### config.mk
export PLATFORM = sky130hd
export DESIGN_NAME = rtc_bus_sequencer
export DESIGN_NICKNAME = d
export VERILOG_FILES = /design/src/rtl/rtc_pkg.sv /design/src/rtl/rtc_phase_timer.sv /design/src/rtl/rtc_bus_sequencer.sv
export SDC_FILE = /design/constraint.sdc
export NUM_CORES = 1
export LEC_CHECK = 0
export BUFFER_PORTS_ARGS = -buffer_cell sky130_fd_sc_hd__buf_2
export CORE_ASPECT_RATIO = 1.25
export CORE_MARGIN = 1
export CORE_UTILIZATION = 52
export DETAILED_ROUTE_END_ITERATION = 10
export HOLD_SLACK_MARGIN = 0.03
export PLACE_DENSITY_LB_ADDON = 0.08
export SKIP_CTS_REPAIR_TIMING = 1
export SLEW_MARGIN = 15
export SYNTH_ARGS = -nofsm -noshare
export SYNTH_HDL_FRONTEND = slang
export SYNTH_SLANG_ARGS = --single-unit
### constraint.sdc
create_clock -name clk -period 2.5 [get_ports clk]
set_input_delay 0.25 -clock clk [delete_from_list [all_inputs] [get_ports clk]]
set_output_delay 0.25 -clock clk [all_outputs]
set_load 0.01 [all_outputs]
### src/rtl/rtc_pkg.sv
// Shared definitions for the RTC multiplexed-bus sequencer: FSM states and default strobe timing.
package rtc_pkg;

    typedef enum logic [3:0] {
        IDLE  = 4'd0,
        A_SET = 4'd1,
        A_STB = 4'd2,
        A_HLD = 4'd3,
        GAP   = 4'd4,
        D_SET = 4'd5,
        D_STB = 4'd6,
        D_HLD = 4'd7,
        DONE  = 4'd8
    } rtc_state_e;

    localparam int unsigned T_SETUP_DEF = 2;
    localparam int unsigned T_PULSE_DEF = 4;
    localparam int unsigned T_HOLD_DEF  = 2;
    localparam int unsigned T_GAP_DEF   = 1;

    // Largest phase length sets the width of the shared phase counter.
    function automatic int unsigned t_max(input int unsigned a, input int unsigned b,
                                          input int unsigned c, input int unsigned d);
        int unsigned m;
        m = a;
        if (b > m) m = b;
        if (c > m) m = c;
        if (d > m) m = d;
        return m;
    endfunction

endpackage

### src/rtl/rtc_phase_timer.sv
// Loadable down-counter that marks the last cycle of the current bus phase.
module rtc_phase_timer
    import rtc_pkg::*;
#(
    parameter int unsigned W = 3
) (
    input  logic         clk,
    input  logic         rst_n,
    input  logic         load_i,
    input  logic [W-1:0] load_val_i,
    output logic         zero_c_o
);

    logic [W-1:0] cnt_q;

    always_ff @(posedge clk) begin
        if (!rst_n) begin
            cnt_q <= '0;
        end else if (load_i) begin
            cnt_q <= load_val_i;
        end else if (cnt_q != '0) begin
            cnt_q <= cnt_q - W'(1);
        end
    end

    assign zero_c_o = (cnt_q == '0);

endmodule

### src/rtl/rtc_bus_sequencer.sv
// Address-then-data single-byte transactions on the RTC multiplexed A/D bus.
// Every pin is registered from the next state, so pins change on the same edge as the state.
module rtc_bus_sequencer
    import rtc_pkg::*;
#(
    parameter int unsigned T_SETUP = T_SETUP_DEF,
    parameter int unsigned T_PULSE = T_PULSE_DEF,
    parameter int unsigned T_HOLD  = T_HOLD_DEF,
    parameter int unsigned T_GAP   = T_GAP_DEF
) (
    input  logic       clk,
    input  logic       rst_n,
    input  logic       req_i,
    input  logic       we_i,
    input  logic [7:0] addr_i,
    input  logic [7:0] wdata_i,
    input  logic [7:0] bus_in_i,
    output logic       busy_o,
    output logic       done_o,
    output logic [7:0] rdata_o,
    output logic [7:0] bus_out_o,
    output logic       bus_oe_o,
    output logic       ad_sel_o,
    output logic       cs_n_o,
    output logic       rd_n_o,
    output logic       wr_n_o
);

    localparam int unsigned T_MAX = t_max(T_SETUP, T_PULSE, T_HOLD, T_GAP);
    localparam int unsigned CW    = $clog2(T_MAX) + 1;

    rtc_state_e    state_q, state_d;
    logic          we_q, we_d;
    logic [7:0]    addr_q, addr_d;
    logic [7:0]    wdata_q, wdata_d;
    logic          tmr_load;
    logic [CW-1:0] tmr_val;
    logic          tmr_zero;

    logic          busy_q, done_q, bus_oe_q, ad_sel_q, cs_n_q, rd_n_q, wr_n_q;
    logic [7:0]    rdata_q, bus_out_q;

    function automatic logic [CW-1:0] phase_load(input rtc_state_e st);
        case (st)
            A_SET, D_SET: return CW'(T_SETUP - 1);
            A_STB, D_STB: return CW'(T_PULSE - 1);
            A_HLD, D_HLD: return CW'(T_HOLD - 1);
            GAP:          return CW'(T_GAP - 1);
            default:      return '0;
        endcase
    endfunction

    rtc_phase_timer #(.W(CW)) u_timer (
        .clk        (clk),
        .rst_n      (rst_n),
        .load_i     (tmr_load),
        .load_val_i (tmr_val),
        .zero_c_o   (tmr_zero)
    );

    // Next state, request capture and phase-counter reload.
    always_comb begin
        state_d  = state_q;
        we_d     = we_q;
        addr_d   = addr_q;
        wdata_d  = wdata_q;
        case (state_q)
            IDLE: begin
                if (req_i) begin
                    state_d = A_SET;
                    we_d    = we_i;
                    addr_d  = addr_i;
                    wdata_d = wdata_i;
                end
            end
            A_SET:   if (tmr_zero) state_d = A_STB;
            A_STB:   if (tmr_zero) state_d = A_HLD;
            A_HLD:   if (tmr_zero) state_d = GAP;
            GAP:     if (tmr_zero) state_d = D_SET;
            D_SET:   if (tmr_zero) state_d = D_STB;
            D_STB:   if (tmr_zero) state_d = D_HLD;
            D_HLD:   if (tmr_zero) state_d = DONE;
            DONE:    state_d = IDLE;
            default: state_d = IDLE;
        endcase
        tmr_load = (state_d != state_q);
        tmr_val  = phase_load(state_d);
    end

    // State, latched request and registered pin drive.
    always_ff @(posedge clk) begin
        if (!rst_n) begin
            state_q   <= IDLE;
            we_q      <= 1'b0;
            addr_q    <= 8'h00;
            wdata_q   <= 8'h00;
            busy_q    <= 1'b0;
            done_q    <= 1'b0;
            rdata_q   <= 8'h00;
            bus_out_q <= 8'h00;
            bus_oe_q  <= 1'b0;
            ad_sel_q  <= 1'b1;
            cs_n_q    <= 1'b1;
            rd_n_q    <= 1'b1;
            wr_n_q    <= 1'b1;
        end else begin
            state_q <= state_d;
            we_q    <= we_d;
            addr_q  <= addr_d;
            wdata_q <= wdata_d;
            if (state_q == D_STB && tmr_zero && !we_q) begin
                rdata_q <= bus_in_i;
            end
            busy_q   <= !(state_d inside {IDLE, DONE});
            done_q   <= (state_d == DONE);
            ad_sel_q <= !(state_d inside {GAP, D_SET, D_STB, D_HLD});
            cs_n_q   <= (state_d inside {IDLE, GAP, DONE});
            bus_oe_q <= (state_d inside {A_SET, A_STB, A_HLD}) ||
                        (we_d && (state_d inside {D_SET, D_STB, D_HLD}));
            if (state_d inside {A_SET, A_STB, A_HLD}) begin
                bus_out_q <= addr_d;
            end else if (we_d && (state_d inside {D_SET, D_STB, D_HLD})) begin
                bus_out_q <= wdata_d;
            end
            wr_n_q <= !((state_d == A_STB) || (state_d == D_STB && we_d));
            rd_n_q <= !(state_d == D_STB && !we_d);
        end
    end

    assign busy_o    = busy_q;
    assign done_o    = done_q;
    assign rdata_o   = rdata_q;
    assign bus_out_o = bus_out_q;
    assign bus_oe_o  = bus_oe_q;
    assign ad_sel_o  = ad_sel_q;
    assign cs_n_o    = cs_n_q;
    assign rd_n_o    = rd_n_q;
    assign wr_n_o    = wr_n_q;

endmodule
[Yosys cells after proc, flatten, opt, wreduce, memory -nomap -nowiden]
Cells that the tools add are included.
W data, S select, Z words.
Storage, ports and cells
  word-level logic and storage cells: 77
  input bits: 28
  flip-flop bits (word level): 47
Cells by class
  eq/ne operators: 16
  $add $sub $neg: 1
  mux-type cells: 20
  reductions and logical operators: 26
Operators with widths (count)
  $mux W8: 6
  $eq A4 B3 Y1 const B: 8
  $mux W4: 8
  $pmux W4 S8: 1
  $eq A4 B2 Y1 const B: 4
  $reduce_bool A3 Y1: 4
  $eq A4 B1 Y1 const B: 2
  $logic_not A4 Y1: 2
  $logic_not A1 Y1: 6
  $mux W3: 2
  $reduce_bool A2 Y1: 3
  $logic_and A1 B1 Y1: 5
  $eq A4 B4 Y1 const B: 1
  $ne A4 B4 Y1: 1
  $pmux W2 S2: 1
  $reduce_bool A4 Y1: 1
  $reduce_or A4 Y1: 1
  $logic_not A3 Y1: 1
  $sub A3 B1 Y3 const B: 1
  $logic_or A1 B1 Y1: 2
  $mux W1: 2
  $reduce_or A2 Y1: 1

[Longest topological paths before layout]
  word-level depth: 8
  depth in mapped cells: 9
  mapped depth without buffers: 7

[Hierarchy]
A second synthesis with hierarchy kept.
Second synthesis, totals
  cell total of the unflattened synthesis: 254
  area, all modules: 2203.4 sq um
Modules (own cells, without submodules)
  rtc_bus_sequencer: area an instance 1998.2 sq um, times used 1, sequential area each 880.8 sq um, cells an instance 232
  rtc_phase_timer: area an instance 205.2 sq um, times used 1, sequential area each 60.1 sq um, cells an instance 22

[Worst setup path before layout]
No wires, ideal clock.
  path kind: register to register
  from: reg u_timer.cnt_q[0]
  to: reg bus_out_q[7], in the netlist bus_out_o[7]
  setup slack: 0.482 ns
  cell stages (with the launch flop): 9
  data arrival time: 1.917 ns
  path through: dfxtp_1 > inv_1 > ha_1 > and4b_1 > buf_6 > or4_4 > buf_6 > or3_1 > o41ai_1
Between the ends
  longest elaborated chain between the ends: 7
RTL lines
  start, declared: line rtc_phase_timer.sv:14  | logic [W-1:0] cnt_q;
  start signal, assigned: line rtc_phase_timer.sv:20  | cnt_q <= load_val_i;
  start signal, assigned: line rtc_phase_timer.sv:22  | cnt_q <= cnt_q - W'(1);
  $logic_not A3 Y1 (*): line rtc_phase_timer.sv:26  | assign zero_c_o = (cnt_q == '0);
  $mux W4 (tied with other cells): line rtc_bus_sequencer.sv:82  | D_HLD: if (tmr_zero) state_d = DONE;
  $pmux W4 S8 (*): line rtc_bus_sequencer.sv:67  | case (state_q)
  $eq A4 B3 Y1: line rtc_bus_sequencer.sv:122  | end else if (we_d && (state_d inside {D_SET, D_STB, D_HLD})) begin
  $reduce_bool A3 Y1: line rtc_bus_sequencer.sv:122
  $logic_and A1 B1 Y1: line rtc_bus_sequencer.sv:122
  $reduce_bool A2 Y1 (no source line)
  end signal, assigned: line rtc_bus_sequencer.sv:121  | bus_out_q <= addr_d;
  end signal, assigned: line rtc_bus_sequencer.sv:123  | bus_out_q <= wdata_d;
  end, declared: line rtc_bus_sequencer.sv:41  | logic [7:0] rdata_q, bus_out_q;
Mark *: on every way between the ends. The rest lies on a longest branch, timed or not.
A chain may end at the register's enable or synchronous reset.

[Worst setup path in the final report]
  from: reg u_timer.cnt_q[0]
  to: reg bus_out_q[6], in the netlist bus_out_o[6]
Same word-level chain as after synthesis.

==> results_dict.tcl <==
set metrics [dict create \
    status "finished with violations" \
    violations "DRC" \
    cts_tree "built" \
    ant_nets 0 \
    cp.arrival_ps 2360 \
    fillCellCount 339 \
    dieHeight_um 70.9 \
    synth_cell_types 44 \
    synthTopCellsByCount "dfxtp_1, nor2_1, mux2i_1" \
    drtIter0Drc 50 \
    dieArea_um2 4050 \
    min-delay-start "bus_in_i[0]" \
    wl_per_cell_um 13.5 \
    rsz0062_at_grt "false" \
    path_class "register to register" \
    rr_startpoint "u_timer.cnt_q[0]$_SDFFE_PN0P_" \
    powerDensity_nw_per_um2 1010 \
    critPathLaunch "u_timer.cnt_q[0]$_SDFFE_PN0P_" \
    drc 4 \
    vdd_ir_drop_max_uv 621 \
    synth_edf_count 0 \
    hp-class "input pin to register" \
    clk_latency_ps 290 \
    startpoint_type "register" \
    ys_warn_count 0 \
    ios 51 \
    synth.largest_area_cell "dfxtp_1" \
    ys_ff_latch 47 \
    htree_levels 2 \
    nNetsFinal 277 \
    grt_usage_pct 21.5 \
    grt_pass1_wl_mm 6.75 \
    p_leak_nw 1.08 \
    worstPathCellList "inv_1 -> ha_1 -> nor2b_1 -> o311ai_1 -> a21oi_4 -> and2_1 -> a2111oi_2" \
    initial_core_util_pct 55.7 \
    slew_viol_final 0 \
    critPathMaxFanout 15 \
    drive_above_1_share_pct 28.2 \
    ys.flop_type "dfxtp_1" \
    coreArea_um2 3540 \
    place_congestion 0.789 \
    crit_family "compound AO/OA/AOI/OAI gates" \
    viasPerCell 5.31 \
    avgSynthCellArea_um2 9.82 \
    hpwl_mm 2.74 \
    antenna_cells 0 \
    rows 24 \
    dr_total_vias 1525 \
    synthArstFlopShare_pct 0 \
    fin_crit_sh_pct 86.6 \
    netlist_area_um2 1970 \
    grt_pass1_vias 1506 \
    grt_overflow 0 \
    cap_viol_max_count 0 \
    cp.required_ps 2700 \
    cp_slowest_cell "o311ai_1" \
    cts_buffers 5 \
    fmax_mhz 462 \
    hold_viol_final 0 \
    die_w_um 57.1 \
    syn_nets 231 \
    clockBufferDepth 2 \
    clk_pin_slew_ps 90 \
    cts.sinks 47 \
    drt_pre_antenna_iters 7 \
    synthTopCellsByArea "dfxtp_1, mux2i_1, nor2_1, mux2_2, a211oi_1" \
    wirelength_mm 3.89 \
    root_buffer "clkbuf_8" \
    seq_area_frac_synth_pct 47.7 \
    antenna_found_initial 0 \
    register_area_um2 941 \
    timing.final.crit_period_ps 2170 \
    synth_top_area_share_pct 47.7 \
    syn_to_final_growth_pct 16.2 \
    pre_cts_slack_ps 375 \
    relSlewSlack_pct 45.9 \
    critPathMaxStageDelay_ps 560 \
    tightest_slew_ps 810 \
    grt_max_degree 26 \
    critPathCaptureType "register" \
    synthCells 201 \
    yosysMostFrequentCell "dfxtp_1" \
    cp_num_buf_inv 1 \
    tns_ps 0 \
    setup_slack_ps 335 \
    clock-skew-final_ps 7.32 \
    port_buffers 50 \
    multi_input_area_um2 931 \
    setup_viol 0 \
]
-- power breakdown --
part / internal (mW) / switching (mW)
Clock: 0.196 / 0.245
Combinational: 0.388 / 0.479
Sequential: 0.906 / 0.109
Total: 1.49 / 0.833
-- metrics by stage --
stage	hold slack (ps)	util (%)	cells	cell area [um^2]	power [mW]
2_1_floorplan	394	-	201	1970	1.71
3_3_place_gp	444	62.4	279	2210	1.89
3_5_place_dp	447	62.4	279	2210	1.90
4_1_cts	175	64.8	287	2290	2.34
5_1_grt	176	64.8	287	2290	2.50
6_report	181	64.8	287	2290	2.32
-- flip-flops by register name (all words and copies together) (netlist names) --
| name | count |
|---|---|
| addr_q | 8 |
| bus_out_o | 8 |
| rdata_o | 8 |
| wdata_q | 8 |
| state_q | 4 |
| u_timer.cnt_q | 3 |
| ad_sel_o | 1 |
| bus_oe_o | 1 |
| busy_o | 1 |
| cs_n_o | 1 |
| done_o | 1 |
| rd_n_o | 1 |
| we_q | 1 |
| wr_n_o | 1 |
-- logic make-up (layout without fill, tap and decap cells) --
family,count (synthesis),in the layout,share of synthesized area (%)
compound gates,31,31,11.3
xor+xnor,3,3,1.33
fa+ha+maj,2,2,1.27
buf+inv,17,64,5.20
flops,47,47,47.7
mux,23,23,12.0
simple gates,78,78,21.2
-- routing by layer --
layer  share of wire (%)  vias to the layer above  global-route usage [%]
li1                    -                      791                       -
met1                  47                      698                    26.3
met2                  49                       32                    35.9
met3                 3.0                        4                    5.67
met4                 1.1                        0                    8.40
met5                   0                        -                       0
-- cell type report --
type                    instances  share of cell area (%)
inverters                       5                    1.36
clock inverters                 2                   0.545
clock buffers                   6                    3.16
flip-flops and latches         47                    41.0
multi-input cells             137                    40.6
repair buffers                 51                    11.2
well taps                      39                    2.13
-- worst register-to-register path: stages, from the launching register on --
cell and delay (ps):
dfxtp_1 310, inv_1 60, ha_1 250, nor2b_1 210, o311ai_1 560, a21oi_4 160, and2_1 200, a2111oi_2 310
-- path summary, 6_finish.rpt --
check	endpoint	cells after the start	slack, ps
max	bus_out_o[6]$_SDFFE_PN0P_	7	330
min	rdata_o[0]$_SDFFE_PN0P_	3	180
max reg2reg	bus_out_o[6]$_SDFFE_PN0P_	7	330
min reg2reg	wdata_q[7]$_SDFF_PN0_	2	460
-- placed cells by master (no fill, tap or decap), drive strengths merged, types with 4 or more instances in the layout --
master	n
nor2	31
mux2i	17
buf	51
mux2	6
nand3	6
dfxtp	47
clkbuf	6
o21ai	6
nor3	8
and2	7
nand2	7
a21oi	7
a211oi	7
inv	4
No activity file was read; power rests on OpenSTA's default activity.
